$ cat config.mk
export PLATFORM = sky130hd
export DESIGN_NAME = io_ring_pwr_seq
export DESIGN_NICKNAME = d
export VERILOG_FILES = /design/src/rtl/io_ring_pwr_seq.sv
export SDC_FILE = /design/constraint.sdc
export NUM_CORES = 1
export LEC_CHECK = 0
export BUFFER_PORTS_ARGS = -buffer_cell sky130_fd_sc_hd__buf_4
export CORE_UTILIZATION = 55
export DETAILED_ROUTE_END_ITERATION = 8
export GPL_ROUTABILITY_DRIVEN = 0
export PLACE_DENSITY = 0.75
export SLEW_MARGIN = 20
export SYNTH_ARGS = -nofsm -noshare
export SYNTH_HDL_FRONTEND = slang
export SYNTH_SLANG_ARGS = --single-unit
$ cat constraint.sdc
create_clock -name clk -period 3.25 [get_ports clk]
set_input_delay 0.1625 -clock clk [delete_from_list [all_inputs] [get_ports clk]]
set_output_delay 0.1625 -clock clk [all_outputs]
set_load 0.03 [all_outputs]
$ cat src/rtl/io_ring_pwr_seq.sv
// Power sequencer for the 1.8 V IO ring: ring enable, retention release and driver enable
// on power-up, reversed on power-down, with a sticky fault on loss of VDDQ.
module io_ring_pwr_seq #(
  parameter int unsigned CNT_W  = 16,
  parameter int unsigned T_RING = 1000,
  parameter int unsigned T_RET  = 64,
  parameter int unsigned T_OE   = 16,
  parameter int unsigned T_TMO  = 4000
) (
  input  logic       clk,
  input  logic       rst_n,
  input  logic       pwr_up_req,
  input  logic       pwr_dn_req,
  input  logic       vddq_ok_async,
  output logic       ring_en,
  output logic       ret_n,
  output logic       pad_oe_en,
  output logic       pwr_ack,
  output logic       pwr_fault,
  output logic [2:0] pwr_state
);

  localparam logic [2:0] StOff   = 3'd0;
  localparam logic [2:0] StRamp  = 3'd1;
  localparam logic [2:0] StRet   = 3'd2;
  localparam logic [2:0] StOn    = 3'd3;
  localparam logic [2:0] StDnOe  = 3'd4;
  localparam logic [2:0] StDnRet = 3'd5;
  localparam logic [2:0] StFault = 3'd6;

  localparam logic [CNT_W-1:0] TRingC = CNT_W'(T_RING);
  localparam logic [CNT_W-1:0] TRetC  = CNT_W'(T_RET);
  localparam logic [CNT_W-1:0] TOeC   = CNT_W'(T_OE);
  localparam logic [CNT_W-1:0] TTmoC  = CNT_W'(T_TMO);

  logic             sync_q, vddq_ok_s;
  logic [2:0]       state_q, state_d;
  logic [CNT_W-1:0] cnt_q, cnt_d, cnt_nxt;
  logic [CNT_W-1:0] tmo_q, tmo_d, tmo_nxt;
  logic             ring_en_d, ret_n_d, oe_d, ack_d, fault_d;

  always_ff @(posedge clk or negedge rst_n) begin
    if (!rst_n) begin
      sync_q    <= 1'b0;
      vddq_ok_s <= 1'b0;
    end else begin
      sync_q    <= vddq_ok_async;
      vddq_ok_s <= sync_q;
    end
  end

  // Saturating increments; a "reached" compare looks at the incremented value so a step
  // of T cycles leaves the state on the T-th edge after entry.
  assign cnt_nxt = (&cnt_q) ? cnt_q : cnt_q + CNT_W'(1);
  assign tmo_nxt = (&tmo_q) ? tmo_q : tmo_q + CNT_W'(1);

  always_comb begin
    state_d = state_q;
    cnt_d   = cnt_nxt;
    tmo_d   = tmo_nxt;
    case (state_q)
      StOff: begin
        if (pwr_up_req && !pwr_dn_req) state_d = StRamp;
      end
      StRamp: begin
        cnt_d = vddq_ok_s ? cnt_nxt : '0;
        if (pwr_dn_req)                          state_d = StOff;
        else if (vddq_ok_s && cnt_nxt == TRingC) state_d = StRet;
        else if (tmo_nxt == TTmoC)               state_d = StFault;
      end
      StRet: begin
        if (!vddq_ok_s)              state_d = StFault;
        else if (pwr_dn_req)         state_d = StDnRet;
        else if (cnt_nxt == TRetC)   state_d = StOn;
      end
      StOn: begin
        if (!vddq_ok_s)      state_d = StFault;
        else if (pwr_dn_req) state_d = StDnOe;
      end
      StDnOe: begin
        if (!vddq_ok_s)           state_d = StFault;
        else if (cnt_nxt == TOeC) state_d = StDnRet;
      end
      StDnRet: begin
        if (!vddq_ok_s)            state_d = StFault;
        else if (cnt_nxt == TRetC) state_d = StOff;
      end
      StFault: begin
        if (pwr_dn_req) state_d = StOff;
      end
      default: state_d = StOff;
    endcase
    if (state_d != state_q) begin
      cnt_d = '0;
      tmo_d = '0;
    end
  end

  // Outputs decode the next state so they move on the same edge as pwr_state.
  always_comb begin
    ring_en_d = 1'b0;
    ret_n_d   = 1'b0;
    oe_d      = 1'b0;
    ack_d     = 1'b0;
    fault_d   = 1'b0;
    case (state_d)
      StRamp:  ring_en_d = 1'b1;
      StRet: begin
        ring_en_d = 1'b1;
        ret_n_d   = 1'b1;
      end
      StOn: begin
        ring_en_d = 1'b1;
        ret_n_d   = 1'b1;
        oe_d      = 1'b1;
        ack_d     = 1'b1;
      end
      StDnOe: begin
        ring_en_d = 1'b1;
        ret_n_d   = 1'b1;
      end
      StDnRet: ring_en_d = 1'b1;
      StFault: fault_d   = 1'b1;
      default: ;
    endcase
  end

  always_ff @(posedge clk or negedge rst_n) begin
    if (!rst_n) begin
      state_q   <= StOff;
      cnt_q     <= '0;
      tmo_q     <= '0;
      ring_en   <= 1'b0;
      ret_n     <= 1'b0;
      pad_oe_en <= 1'b0;
      pwr_ack   <= 1'b0;
      pwr_fault <= 1'b0;
    end else begin
      state_q   <= state_d;
      cnt_q     <= cnt_d;
      tmo_q     <= tmo_d;
      ring_en   <= ring_en_d;
      ret_n     <= ret_n_d;
      pad_oe_en <= oe_d;
      pwr_ack   <= ack_d;
      pwr_fault <= fault_d;
    end
  end

  assign pwr_state = state_q;

endmodule

# Word level (Yosys, flattened, before mapping)
# Index checks and enable logic that the tools add are counted.
# Widths: inputs -> output; s select.
# totals
reg_bits,41
input_bits,5
output_inout_bits,8
wordCells,61
# op_classes
addsub,2
n_eq_ne,17
muxes,25
reduce_logical,8
# op_table
operator,n
$mux 16,6
$mux 3,14
$add 16x1->16 const B,2
$reduce_and 16->1,2
$pmux 3 s7,1
$eq 3x3->1 const B,6
$eq 16x10->1 const B,1
$eq 16x12->1 const B,1
$eq 16x5->1 const B,1
$eq 16x7->1 const B,1
$eq 3x2->1 const B,4
$eq 3x1->1 const B,2
$reduce_or 5->1,1
$mux 1,4
$logic_not 3->1,1
$ne 3x3->1,1
$reduce_or 3->1,1
$logic_and 1x1->1,2
$logic_not 1->1,1

# Longest topological paths before layout
# depth
ltp_word,10
depth_mapped,12
ltp_nobuf,10

# Least setup slack after synthesis
# Ideal clock, no wire load.
# synth_timing
path_type,reg-to-reg
start,reg tmo_q[1]
end,reg tmo_q[11]
setup_ns,0.137
arrival_time_ns,3.128
required_ns,3.113
setup_slack_ns,-0.015
path_stages_with_launch,13
n_path_buf,2
period_less_slack_ns,3.265
cell_sequence,dfrtp_1 ha_1 nand4_1 or4_1 buf_2 mux2i_4 nand4_2 nor4_4 o32ai_1 a211o_1 xor2_1 buf_2 nor3_1
# synth_between
elab_chain_cells,9
word_cells_on_any_way,10
classes_between,add/sub: 1; eq/ne: 2; mux: 6; reduce/logical: 1
# synth_lines
item,line_no,text
start: declaration,39,"logic [CNT_W-1:0] tmo_q, tmo_d, tmo_nxt;"
start signal: assignment,141,tmo_q <= tmo_d;
$add 16x1->16 / $reduce_and 16->1 (equally long branches),55,assign tmo_nxt = (&tmo_q) ? tmo_q : tmo_q + CNT_W'(1);
$mux 16 (*),55,
$eq 16x12->1 (*),69,else if (tmo_nxt == TTmoC) state_d = StFault;
$mux 3 (*),69,
$mux 3 (*),68,else if (vddq_ok_s && cnt_nxt == TRingC) state_d = StRet;
$mux 3 (*),67,if (pwr_dn_req) state_d = StOff;
$pmux 3 s7 (*),61,case (state_q)
named net state_d[0],37,"logic [2:0] state_q, state_d;"
$ne 3x3->1 (*),93,if (state_d != state_q) begin
$mux 16 (*),93,
named net tmo_d[11],39,
# The timed path passes the listed nets; every way through them passes the cells marked *.

# Worst setup path in the final report
# layout_timing
start,reg tmo_q[0]
end,reg cnt_q[10]
# layout_between
elab_chain_cells,9
word_cells_on_any_way,10
classes_between,add/sub: 1; eq/ne: 2; mux: 6; reduce/logical: 1
# layout_lines
item,line_no,text
$add 16x1->16 / $reduce_and 16->1 (equally long branches),55,
$mux 16 (*),55,
$eq 16x12->1 (*),69,
$mux 3 (*),69,
$mux 3 (*),68,
$mux 3 (*),67,
$pmux 3 s7 (*),61,
named net state_d[0],37,
$ne 3x3->1 (*),93,
$mux 16 (*),93,
named net cnt_d[10],38,"logic [CNT_W-1:0] cnt_q, cnt_d, cnt_nxt;"
end signal: assignment,140,cnt_q <= cnt_d;
end: declaration,38,
# Marked as above.

==> impl_metrics.json <==
{
  "skew_ns": 0.00744,
  "pwr-share-comb_pct": 45.7,
  "dp_hpwl_mm": 4.55,
  "max_freq_mhz": 314,
  "io_pins": 13,
  "synth_edf_count": 0,
  "rsz0062_at_grt": "true",
  "vias_per_cell": 6.24,
  "start_util_pct": 57.5,
  "antenna_left": 0,
  "ys_warn_count": 0,
  "cts_buffer_depth": 2,
  "synth.top_cells.by_area": "dfrtp_1 (38%), nand3_1 (4.6%), nor3_1 (4.2%), xnor2_1 (4.2%), nand2_1 (3.6%)",
  "first_global_vias": 2344,
  "layoutNonFillerInstCount": 424,
  "worst_setup_path_end_kind": "flop",
  "initialDrtViolationCount": 300,
  "via_count": 2646,
  "syn_inst": 313,
  "synthFlopType": "dfrtp_1",
  "yosysMostFrequentCell": "dfrtp_1",
  "dieArea_mm2": 0.00525,
  "use_met1_pct": 38.8,
  "dpl-instance-area_mm2": 0.00308,
  "route.detailed.drc": 0,
  "hold_start": "sync_q",
  "antennaDiodeCount": 0,
  "critPathKind": "flop to flop",
  "grt_pass1_wl_mm": 11.1,
  "multi_input_area_mm2": 0.00174,
  "switching_share_pct": 42.5,
  "pwr-share-seq_pct": 33.3,
  "yosys.cell_types.count": 54,
  "tritoncts": "done",
  "clockRootBuffer": "clkbuf_8",
  "cap_violations": 0,
  "power_density_mw_per_mm2": 605,
  "slew_headroom_pct": 62.4,
  "port_buffers": 12,
  "slew_viol_final": 0,
  "finalCritPeriodShare_pct": 98.1,
  "outcome": "completed",
  "reg2reg_depth": 11,
  "overflow": 0,
  "grt_max_degree": 42,
  "critPathLaunchType": "flop",
  "period_needed_ns": 3.19,
  "fp.dieH_um": 72.5,
  "finalSetupViolCount": 0,
  "synth_top_area_share_pct": 37.5,
  "syn_area_per_cell_um2": 8.73,
  "internal_power_mw": 1.19,
  "syn_nets": 320,
  "fill_cells": 353,
  "final-seq-area_mm2": 0.00103,
  "cp_max_fo": 8,
  "ys_ff_latch": 41,
  "area_growth_pct": 24.9,
  "drt-total-wl_mm": 7.31,
  "switchingPower_mw": 0.878,
  "cellLeakagePower_nw": 1.36,
  "hold_path_class": "flop to flop",
  "core_mm2": 0.00475,
  "design_area_mm2": 0.00341,
  "ir_drop_v": 0.000729,
  "p_total_mw": 2.06,
  "grt_use_met3_pct": 3.75,
  "layout.nets": 363,
  "hold_viol": 0,
  "netlist_area_mm2": 0.00273,
  "synthTopCellsByCount": "dfrtp_1 (41), nand2_1 (26), nor2_1 (26)",
  "clkSinkCount": 41,
  "drt_pre_antenna_iters": 5,
  "synth-seq-area-share_pct": 37.5,
  "cp-startpoint": "tmo_q[0]",
  "numCtsBuffers": 5,
  "dpl.cell_count": 408,
  "synth_largest_area_cell": "dfrtp_1",
  "required_ns": 3.48,
  "worst-slew-pin-transition_ns": 0.564,
  "clkLatencyLatePin_ns": 0.30,
  "row_count": 25,
  "wl_per_cell_um": 17.2,
  "timing.rr.start": "tmo_q[0]",
  "p_clk_share_pct": 21.1,
  "critPathArrivalTime_ns": 3.42,
  "antenna_found_initial": 0,
  "synthArstFlopShare_pct": 100,
  "top_usage_layer": "met2",
  "htree_levels": 2,
  "track_usage_pct": 27.2,
  "fp.dieW_um": 72.5,
  "holdPathStages": 0,
  "layout-drive-gt1-share_pct": 29.4,
  "clk_pin_slew_ns": 0.08,
  "grt.met2_usage_pct": 42.4
}
-- cells in the final DEF, fill, tap and decap left out, types with 6 or more instances in the layout --
| cell type | count |
|---|---|
| a21oi_1 | 7 |
| o21ai_0 | 14 |
| clkbuf_8 | 6 |
| inv_1 | 8 |
| nand4_1 | 8 |
| buf_4 | 52 |
| dfrtp_1 | 39 |
| nand2_1 | 26 |
| nor3_2 | 11 |
| nand3_1 | 24 |
| xnor2_1 | 13 |
| nor2_1 | 26 |
| nor3_1 | 20 |
-- routing by layer --
metal / share of wire, % / wire length (um)
met5: 0 / 0
met4: 1.9 / 140
met3: 6.4 / 469
met2: 48 / 3500
met1: 44 / 3200
-- per-stage QoR --
stage | setup TNS (ns) | utilization [%] | setup WS [ns] | hold WS (ns)
2_1_floorplan | 0 | - | 0.0174 | -0.133
3_3_place_gp | 0 | 64.8 | 0.00722 | 0.170
3_5_place_dp | -1.87 | 64.8 | -0.149 | 0.175
4_1_cts | 0 | 68.2 | 0.0220 | 0.356
5_1_grt | -1.28 | 71.8 | -0.0820 | 0.375
6_report | 0 | 71.8 | 0.0621 | 0.353
-- repair_timing --
action / CTS / global route
setup buffers: 1 / 4
gates resized for setup: 2 / 27
hold buffers: 2 / 0
pin swaps: 0 / 2
hold endpoints to repair: 42 / 0
setup endpoints to repair: 16 / 32
gates cloned: 0 / 1
-- final timing paths --
| kind | end | slack (ns) |
|---|---|---|
| setup / recovery | cnt_q[10] | 0.06 |
| hold / removal | vddq_ok_s | 0.35 |
| setup reg to reg | cnt_q[10] | 0.06 |
| hold reg to reg | vddq_ok_s | 0.35 |
| max in group asynchronous | tmo_q[13] | 2.45 |
| min in group asynchronous | cnt_q[10] | 0.38 |
-- power by group through the flow --
| stage | sequential (mW) | combinational (mW) | clock, mW |
|---|---|---|---|
| 6_report | 0.687 | 0.943 | 0.435 |
| 5_1_grt | 0.699 | 1.02 | 0.458 |
| 4_1_cts | 0.679 | 0.856 | 0.441 |
| 3_5_place_dp | 0.686 | 0.843 | 0 |
| 3_3_place_gp | 0.685 | 0.826 | 0 |
| 2_1_floorplan | 0.712 | 0.572 | 0 |
-- critical path, stage by stage (launching register included) --
cell and delay, ns:
dfrtp_1 0.36, ha_2 0.18, nand4_1 0.12, buf_4 0.18, or4_4 0.49, mux2i_2 0.24
o2111ai_2 0.17, nor4_4 0.22, o32ai_1 0.12, a211o_2 0.39, mux2_2 0.43, nor3_2 0.21
-- state kept, by name, summed over array words and instances (netlist names) --
register	flops
cnt_q	16
tmo_q	16
pwr_state	3
pwr_ack	1
pwr_fault	1
ret_n	1
ring_en	1
sync_q	1
vddq_ok_s	1
-- area by class of cell --
cell class	count	share of cell area [%]
multi-input combinational	246	51.1
sequential	41	30.1
timing repair buffer	54	12.0
clock buffer	7	2.53
tap	67	2.46
clock inverter	1	0.880
inverter	8	0.880
-- cell families after synthesis --
kind of cell / after synthesis / synth area share (%)
flip-flops: 41 / 37.5
multiplexers: 9 / 3.98
AO/OA/AOI/OAI: 55 / 13.9
XOR/XNOR: 19 / 6.09
AND/OR/NAND/NOR: 160 / 33.1
adder cells (fa/ha/maj): 2 / 0.916
buffers and inverters: 27 / 4.53
Power figures use the tool's default switching activity.
